### src/rtl/sb_pkg.sv
// Shared types and constants for the word-granular store buffer.
package sb_pkg;
    localparam int DEPTH_DEFAULT = 4;
    localparam int WORD_SHIFT    = 2;
    localparam int SB_AW         = 32;
    localparam int SB_DW         = 32;

    typedef struct packed {
        logic [SB_AW-WORD_SHIFT-1:0] addr;
        logic [SB_DW-1:0]            data;
        logic [31:0]                 pc;
    } sb_entry_t;
endpackage

### src/rtl/sb_match.sv
// Age-ordered word-address comparator; reports the youngest queued store matching a load.
// Latency: purely combinational.
// Backpressure: none, it only observes buffer state.
module sb_match
    import sb_pkg::*;
#(
    parameter int DEPTH = DEPTH_DEFAULT,
    parameter int PW    = $clog2(DEPTH)
) (
    input  sb_entry_t                   entries [DEPTH],
    input  logic [DEPTH-1:0]            valid,
    input  logic [PW-1:0]               head,
    input  logic [SB_AW-WORD_SHIFT-1:0] ld_word,
    output logic                        hit,
    output logic [PW-1:0]               idx
);
    logic [PW-1:0] slot;

    // Walk oldest to youngest so the last match seen is the youngest one.
    always_comb begin
        hit  = 1'b0;
        idx  = head;
        slot = head;
        for (int k = 0; k < DEPTH; k++) begin
            slot = head + PW'(k);
            if (valid[slot] && (entries[slot].addr == ld_word)) begin
                hit = 1'b1;
                idx = slot;
            end
        end
    end
endmodule

### src/rtl/store_buffer.sv
// In-order store queue in front of the data memory with load forwarding and port arbitration.
// Latency: stores drain no earlier than the cycle after acceptance; loads complete combinationally.
// Backpressure: st_ready drops when full; ld_stall only when full and the load misses the buffer.
module store_buffer
    import sb_pkg::*;
#(
    parameter int DEPTH = DEPTH_DEFAULT,
    parameter int AW    = SB_AW,
    parameter int DW    = SB_DW
) (
    input  logic                      clk,
    input  logic                      reset,
    input  logic                      st_valid,
    output logic                      st_ready,
    input  logic [AW-1:0]             st_addr,
    input  logic [DW-1:0]             st_data,
    input  logic [31:0]               st_pc,
    input  logic                      ld_valid,
    input  logic [AW-1:0]             ld_addr,
    output logic [DW-1:0]             ld_data,
    output logic                      ld_stall,
    output logic                      mem_wr,
    output logic                      mem_rd,
    output logic [AW-1:0]             mem_addr,
    output logic [DW-1:0]             mem_wdata,
    output logic [31:0]               mem_pc,
    input  logic [DW-1:0]             mem_rdata,
    output logic                      empty,
    output logic [$clog2(DEPTH):0]    count
);
    localparam int PW = $clog2(DEPTH);
    localparam int CW = PW + 1;

    sb_entry_t        entries [DEPTH];
    logic [PW-1:0]    head;
    logic [PW-1:0]    tail;
    logic [CW-1:0]    cnt;
    logic [DEPTH-1:0] valid;
    logic [PW-1:0]    age;
    logic             hit;
    logic [PW-1:0]    hit_idx;
    logic             full;
    logic             push;
    logic             pop;
    sb_entry_t        head_e;

    assign full     = (cnt == CW'(DEPTH));
    assign empty    = !reset || (cnt == '0);
    assign count    = cnt;
    assign st_ready = reset && !full;
    assign push     = st_valid && st_ready;
    assign pop      = mem_wr;
    assign head_e   = entries[head];

    // An entry is live when its distance from head is below the occupancy.
    always_comb begin
        valid = '0;
        age   = '0;
        for (int i = 0; i < DEPTH; i++) begin
            age      = PW'(i) - head;
            valid[i] = ({1'b0, age} < cnt);
        end
    end

    sb_match #(.DEPTH(DEPTH), .PW(PW)) u_match (
        .entries (entries),
        .valid   (valid),
        .head    (head),
        .ld_word (ld_addr[AW-1:WORD_SHIFT]),
        .hit     (hit),
        .idx     (hit_idx)
    );

    always_comb begin
        mem_wr    = 1'b0;
        mem_rd    = 1'b0;
        mem_addr  = '0;
        mem_wdata = '0;
        mem_pc    = '0;
        ld_data   = '0;
        ld_stall  = 1'b0;
        if (reset) begin
            if (full || (!(ld_valid && !hit) && (cnt != '0))) begin
                // Drain head: forced when full, otherwise whenever no load miss needs the port.
                mem_wr    = 1'b1;
                mem_addr  = {head_e.addr, {WORD_SHIFT{1'b0}}};
                mem_wdata = head_e.data;
                mem_pc    = head_e.pc;
                if (ld_valid) begin
                    if (hit) begin
                        ld_data = entries[hit_idx].data;
                    end else begin
                        ld_stall = 1'b1;
                    end
                end
            end else if (ld_valid && !hit) begin
                mem_rd   = 1'b1;
                mem_addr = ld_addr;
                ld_data  = mem_rdata;
            end else if (ld_valid) begin
                ld_data = entries[hit_idx].data;
            end
        end
    end

    // Payload storage needs no reset; occupancy alone decides what is live.
    always_ff @(posedge clk) begin
        if (push) begin
            entries[tail] <= '{addr: st_addr[AW-1:WORD_SHIFT], data: st_data, pc: st_pc};
        end
    end

    always_ff @(posedge clk or negedge reset) begin
        if (!reset) begin
            head <= '0;
            tail <= '0;
            cnt  <= '0;
        end else begin
            if (push) begin
                tail <= tail + 1'b1;
            end
            if (pop) begin
                head <= head + 1'b1;
            end
            if (push && !pop) begin
                cnt <= cnt + 1'b1;
            end else if (pop && !push) begin
                cnt <= cnt - 1'b1;
            end
        end
    end
endmodule

### config.mk
export PLATFORM = sky130hd
export DESIGN_NAME = store_buffer
export DESIGN_NICKNAME = d
export VERILOG_FILES = /design/src/rtl/sb_pkg.sv /design/src/rtl/sb_match.sv /design/src/rtl/store_buffer.sv
export SDC_FILE = /design/constraint.sdc
export NUM_CORES = 1
export LEC_CHECK = 0
export ABC_AREA = 1
export BUFFER_PORTS_ARGS = -buffer_cell sky130_fd_sc_hd__clkbuf_2
export CAP_MARGIN = 20
export CELL_PAD_IN_SITES_DETAIL_PLACEMENT = 0
export CELL_PAD_IN_SITES_GLOBAL_PLACEMENT = 1
export CORE_MARGIN = 2
export CORE_UTILIZATION = 47
export CTS_BUF_LIST = sky130_fd_sc_hd__clkbuf_4 sky130_fd_sc_hd__clkbuf_8 sky130_fd_sc_hd__clkbuf_16
export DETAILED_ROUTE_END_ITERATION = 8
export PLACE_DENSITY = 0.95
export REMOVE_ABC_BUFFERS = 1
export SYNTH_ARGS = -nofsm -noshare
export SYNTH_HDL_FRONTEND = slang
export SYNTH_SLANG_ARGS = --single-unit
### constraint.sdc
create_clock -name clk -period 8 [get_ports clk]
set_input_delay 2.4 -clock clk [delete_from_list [all_inputs] [get_ports clk]]
set_output_delay 2.4 -clock clk [all_outputs]
set_load 0.05 [all_outputs]
Word level (Yosys, flattened, before mapping). Index checks and enable logic that the tools add are counted.

Input bits: 164. Register bits after elaboration: 383. Output and inout bits: 136. Word-level logic and storage cells: 130.

Bitwise gates (word level): 6. Equal/unequal tests: 5. Reductions and logical operators: 22. Add/sub/neg operators: 10. Magnitude comparators: 15. Muxes and demuxes: 57.

Operator list (number): binary-select mux 94 bit (select 2 bit) (5); two-way mux 94 bit (9); two-way mux 32 bit (13); bitwise mux 376 bit (1); demux 94 bit (select 2 bit) (1); two-way mux 64 bit (2); equality test 30 bit (4); >= comparator 3 bit (second input constant) (6); inverter 2 -> 3 bit (6); two-way mux 1 bit (17); less-than comparator 2 x 3 -> 1 bit (4); less-than comparator 2 x 3 -> 1 bit (second input constant) (4); logical AND 1 bit (11); binary-select mux 1 bit (select 2 bit) (4); zero test 1 bit (6); two-way mux 2 bit (3); two-way mux 3 bit (2); adder 2 x 1 -> 2 bit (second input constant) (2); adder 2 bit (second input constant) (2); subtractor 1 x 2 -> 2 bit (first input constant) (2); subtractor 2 bit (first input constant) (2); adder 3 x 1 -> 3 bit (second input constant) (1); equality test 3 bit (second input constant) (1); zero test 3 bit (1); 5 further kinds (6).

Logic depth before layout (Yosys ltp).
Word-level depth: 20. Depth in mapped cells: 28. Mapped depth without buffers: 24.

Cells and area by module. From an unflattened synthesis, not the netlist that was laid out.

Cell total of the unflattened synthesis: 3002. Area, all modules: 22718.0 um2.

By module, submodules not included: store_buffer (times used 1, cells each 1750, seq. area each 11466.0 um2, area each 17357.9 um2); sb_match (times used 1, cells each 1252, seq. area each 0.0 um2, area each 5360.1 um2).

Worst setup path after synthesis. Ideal clock, no wire load.

Kind: input to register. From: input reset. To: register entries[0] (netlist name). Required time: 7.452 ns. Slack: -0.289 ns. Data arrival time: 7.741 ns. Buffers on the path: 1. Library setup time: 0.548 ns. Stages: 5. Cell sequence: clkbuf_1 > inv_1 > nor2_1 > nand2_1 > nor2_1.

Cells in the longest elaborated chain, start to end: 2.

RTL lines: from (decl) (RTL line store_buffer.sv:12) `input logic reset,`; logical AND 1 bit (RTL line store_buffer.sv:50) `assign st_ready = reset && !full;`; net st_ready (RTL line store_buffer.sv:14) `output logic st_ready,`; logical AND 1 bit (RTL line store_buffer.sv:51) `assign push = st_valid && st_ready;`.

The timed path passes the listed nets, and every way through them passes these cells. A chain may end at the register's enable or synchronous reset.

Final worst setup path.
From: input ld_addr[13]. To: output ld_data[29].

Cells in the longest elaborated chain, start to end: 13. Elaborated cells on any way between the ends: 30. Those cells by class: 4 x eq/ne; 16 x mux; 1 x bitwise; 9 x reduce/logical.

RTL lines: from (decl) (RTL line store_buffer.sv:19) `input logic [AW-1:0] ld_addr,`; equality test 30 bit (RTL line sb_match.sv:26) `if (valid[slot] && (entries[slot].addr == ld_word)) begin`; logical AND 1 bit (RTL line sb_match.sv:26); two-way mux 2 bit or two-way mux 1 bit (tied branches) (3 in series) (RTL line sb_match.sv:26); inverter 2 -> 3 bit (not written as such) or two-way mux 1 bit (tied branches) (RTL line store_buffer.sv:91, store_buffer.sv:101, sb_match.sv:26); binary-select mux 94 bit (select 2 bit) or zero test 1 bit (tied branches); two-way mux 64 bit (not written as such) or logical AND 1 bit (tied branches); two-way mux 64 bit (not written as such) or zero test 1 bit (tied branches) (RTL line store_buffer.sv:91, store_buffer.sv:101, store_buffer.sv:83); two-way mux 32 bit (tied with other cells) (RTL line store_buffer.sv:100) `end else if (ld_valid) begin`; two-way mux 32 bit (tied with other cells) (RTL line store_buffer.sv:96) `end else if (ld_valid && !hit) begin`; two-way mux 32 bit (*) (RTL line store_buffer.sv:83) `if (full || (!(ld_valid && !hit) && (cnt != '0))) begin`; two-way mux 32 bit (*) (RTL line store_buffer.sv:82) `if (reset) begin`; to (decl) (RTL line store_buffer.sv:20) `output logic [DW-1:0] ld_data,`.

Every way passes the cells marked *; elsewhere a longest branch is shown, timed or not. The select of a mux whose other input is x is not followed.

==> run summary <==
The via-per-instance ratio is 5.54. After routing the design area is 25,600 um2. The via count of the first global-routing pass is 18,300.

The part of the power in combinational logic came out at 0.525. Counting the buffers created by CTS gives 42. The number of standard-cell rows in the floorplan is 78. The number of warning messages in the yosys log came out at 0. After detailed routing, the total wire length is 64,100 um. The first global-routing pass estimated 97,500 um of wire. The share of layout cells above drive strength 1 came out at 0.155. TritonCTS built the clock tree. Data on the critical path is required at its endpoint by 5600 ps. The arrival time at the worst endpoint came out at 5170 ps. The power per unit of standard cell area came out at 375 nW/um2. Pin placement for this block handled 300 I/O pins. The footprint of the multi-input gates came out at 8670 um2.

The static leakage power came out at 11.3 nW. The tree is rooted in a clkbuf_16. The internal power contribution is 5.06 mW. The highest metal layer used by the detailed router is met5. In the routed design, unresolved DRC markers number 0.

Wire segments on met2 add up to 30,500 um in the final route. The violation count after the first detailed-route iteration is 1,572. The netlist area before placement came out at 21,800 um2. In this run the worst hold path is classified as reg -> reg. The transition time of the tightest slew-check pin is 1060 ps.

Clock skew on the completed layout was measured at 21.1 ps. For this run the aggregate overflow at the end of global routing stands at 0. The layout overhead on the synthesized area came out at 17.4%.

The total power is 9.58 mW. Summing all placed instances gives a cell area of 24,100 um2. The total count of hold-check failures in the final report was 0. OpenSTA, run right after detailed placement, puts the worst setup slack at 434 ps. The cell that appears most often on the critical path is nand2_1. After routing, the total negative slack on setup checks comes to 0 ps. The number of buffers added to fix hold violations after cts came out at 0. The kind of critical path is in -> out. In this run the remaining antenna-violating nets after routing total 0. The power share of the sequential group came out at 0.266. The leading area contributor after synthesis is edfxtp_1. Counting along the longest clock path gives a buffer depth of 3. The congestion estimate from routability-driven global placement came to 0.874. The total number of nets in the final design is 3,032.

In this run the post-CTS setup repair buffer count came out at 0. The part of the cycle the worst path needs came out at 0.947. Clock latency on the worst-skew pair, taken at its later pin, is 570 ps.

The top cell family by delay on the critical path is simple AND/OR/NAND/NOR gates. The number of different library cells used by synthesis comes to 35. The largest net degree at the start of global routing came out at 137. The number of port buffers came out at 297. The smallest clock period supported by the final layout is computed as 7570 ps. The fill cell total of the finished layout came out at 3,956. In the final layout, flip-flops and latches occupy 11,500 um2. After clock tree synthesis, the clock-pin slew on the worst setup and hold paths is 60 ps. The peak per-stage delay on the critical path is 400 ps. The global-route usage over all layers is 0.262. The met1 wire length came out at 25,500 um. The power spent charging and discharging nets came out at 4.52 mW. STA classifies the critical path startpoint as an input pin. The total of endpoints with negative setup slack in the final report came out at 0. The floorplan die area came out at 48,000 um2.

The worst setup path is captured at an output pin. The per-cell routed wire length came out at 18.3 um. On the critical path, the stage with the largest delay is an instance of a21oi_1. The detailed-routed wire length on met3 is 6050 um. A synthesized cell averages 8.30 um2.

Setup repair after global routing left no endpoint under its margin. The max-cap violation count came out at 0. Measured along the x axis, the die boundary spans 219 um. The total core area came out at 45,600 um2. The flow ran to the end, and the final reports show no timing, DRC or antenna violations. The vertical die dimension is 219 um. The maximum vdd drop came out at 0.237 mV. In the post-synthesis netlist, the biggest area contributors are edfxtp_1 52%, nand2_1 17%, nand3_1 7.5%.

The half-perimeter wire length of the detailed placement result came out at 41,800 um. The flip-flop and latch count after synthesis came out at 383. The synthesized instance count is 2,621. The number of max-slew violations in the final report is 0.

The maximum fanout encountered on the critical timing path came out at 33. The fraction of synthesized cell area taken by the top area cell type is 0.519. The tree built by TritonCTS fans out to 383 sinks. Of the synthesized area, sequential elements account for 0.527. The H-tree was split into 2 levels. Of the total power, the share spent switching nets is 0.472.

The via count came out at 19,400. The worst pin sits at a relative slew slack of 0.293. The clock share of power is 0.209. Static timing analysis puts the maximum clock frequency at 132 MHz. For this configuration, the core starts out at a cell density of 0.477. The first-pass iteration count of the detailed router came out at 6. The slack of the critical path is 426 ps. The count of buffer and inverter cells on the critical path is 6.

The initial antenna violation count came to 10. Walking the worst path, the cells encountered are clkbuf_2 -> inv_1 -> nand2_1 -> nand2_1 -> inv_1 -> nand2_1 -> nor2_1 -> nand2_1 -> nor2_1 -> nand3_1 -> nand2_1 -> nand3b_1 -> nor2_2 -> buf_4 -> nand2_1 -> buf_4 -> a21oi_1 -> buf_12.
[worst min-delay path: cells and delay by family, from the launching register on]
family / cells / cell delay (ps)
flops: 1 / 400
buf+inv: 1 / 130
xor+xnor: 1 / 80
[layer usage]
metal  up-vias  global-route usage
met3       138              0.0581
met5         -                   0
met2       836               0.434
met4        10               0.107
li1       9270                   -
met1      9100               0.334
[flip-flops by register name (all words and copies together), names as in the netlist]
register  cells
head          2
entries     376
tail          2
count         3
[cell usage in the layout (no fill, tap or decap), types with 6 or more instances in the layout]
master,count
nand2_1,1010
edfxtp_1,376
nand3_1,327
clkbuf_2,270
inv_1,233
nor2_1,99
o21ai_0,70
xor2_1,44
clkbuf_16,42
a21oi_1,37
nand3b_1,37
buf_4,35
o2111ai_1,33
buf_12,33
a22oi_1,32
a31oi_1,32
o22ai_1,30
o211ai_1,28
or2_2,14
o21ai_1,13
clkbuf_4,12
clkinv_1,9
ha_1,9
nand4_1,8
diode_2,6
nor3_1,6
[power by group through the flow]
stage	logic, mW	clock network [mW]	registers, mW
after floorplan	3.39	0	2.69
after global placement	4.90	0	2.58
after detailed placement	4.99	0	2.59
after CTS	5.01	2.03	2.55
after global routing	5.55	2.10	2.57
final	5.03	2.00	2.55
[path summary, 6_finish.rpt]
path,start,slack (ps),depth (start not counted),to
max in group asynchronous,reset,5710,2,head[0]$_DFFE_PN0P_
min in group asynchronous,reset,1950,2,count[1]$_DFFE_PN0P_
setup / recovery,ld_addr[13],430,18,ld_data[29]
hold / removal,tail[0]$_DFFE_PN0P_,650,2,tail[0]$_DFFE_PN0P_
setup reg to reg,head[0]$_DFFE_PN0P_,3270,23,count[2]$_DFFE_PN0P_
hold reg to reg,tail[0]$_DFFE_PN0P_,650,2,tail[0]$_DFFE_PN0P_
[layout make-up]
type / instances / area share
timing repair buffer: 340 / 0.0900
clock buffer: 58 / 0.0468
sequential: 383 / 0.449
antenna: 6 / 0.000588
inverter: 241 / 0.0355
multi-input combinational: 1850 / 0.339
clock inverter: 18 / 0.00960
tap: 600 / 0.0294
[through the flow]
| step | hold WS, ps | util | cells |
|---|---|---|---|
| 3_5_place_dp | 635 | 0.529 | 3414 |
| 4_1_cts | 646 | 0.560 | 3490 |
| 2_1_floorplan | 580 | - | 2474 |
| 3_3_place_gp | 606 | 0.528 | 3413 |
| 5_1_grt | 686 | 0.561 | 3493 |
| 6_report | 650 | 0.561 | 3496 |
[synthesized netlist by cell type, drive strengths merged]
cell type	count
fa	1
and2	1
nor2	107
o211ai	29
inv	238
a31oi	32
nand4	8
nor3	6
clkinv	3
buf	93
edfxtp	376
clkbuf	54
a21oi	37
o2111ai	33
o21ai	83
ha	9
xor2	44
nand3	330
nand3b	37
o22ai	30
dfrtp	7
a22oi	32
xnor2	1
or2	14
nand2	1016
[kinds of logic (layout without fill, tap and decap cells)]
| kind of cell | after synthesis | in the layout | synth area share |
|---|---|---|---|
| buffers and inverters | 388 | 657 | 0.0768 |
| adders and majority gates | 10 | 10 | 0.00610 |
| AOI/OAI and AO/OA | 276 | 276 | 0.0800 |
| xor gates and xnor gates | 45 | 45 | 0.0181 |
| DFF | 383 | 383 | 0.527 |
| and+or+nand+nor | 1519 | 1519 | 0.292 |
| other | 0 | 6 | 0 |
[repair_timing]
action,in CTS,in global routing
resized for setup,0,1
setup endpoints to repair,0,13
hold endpoints to repair,0,0
(Power assumes the default switching activity.)
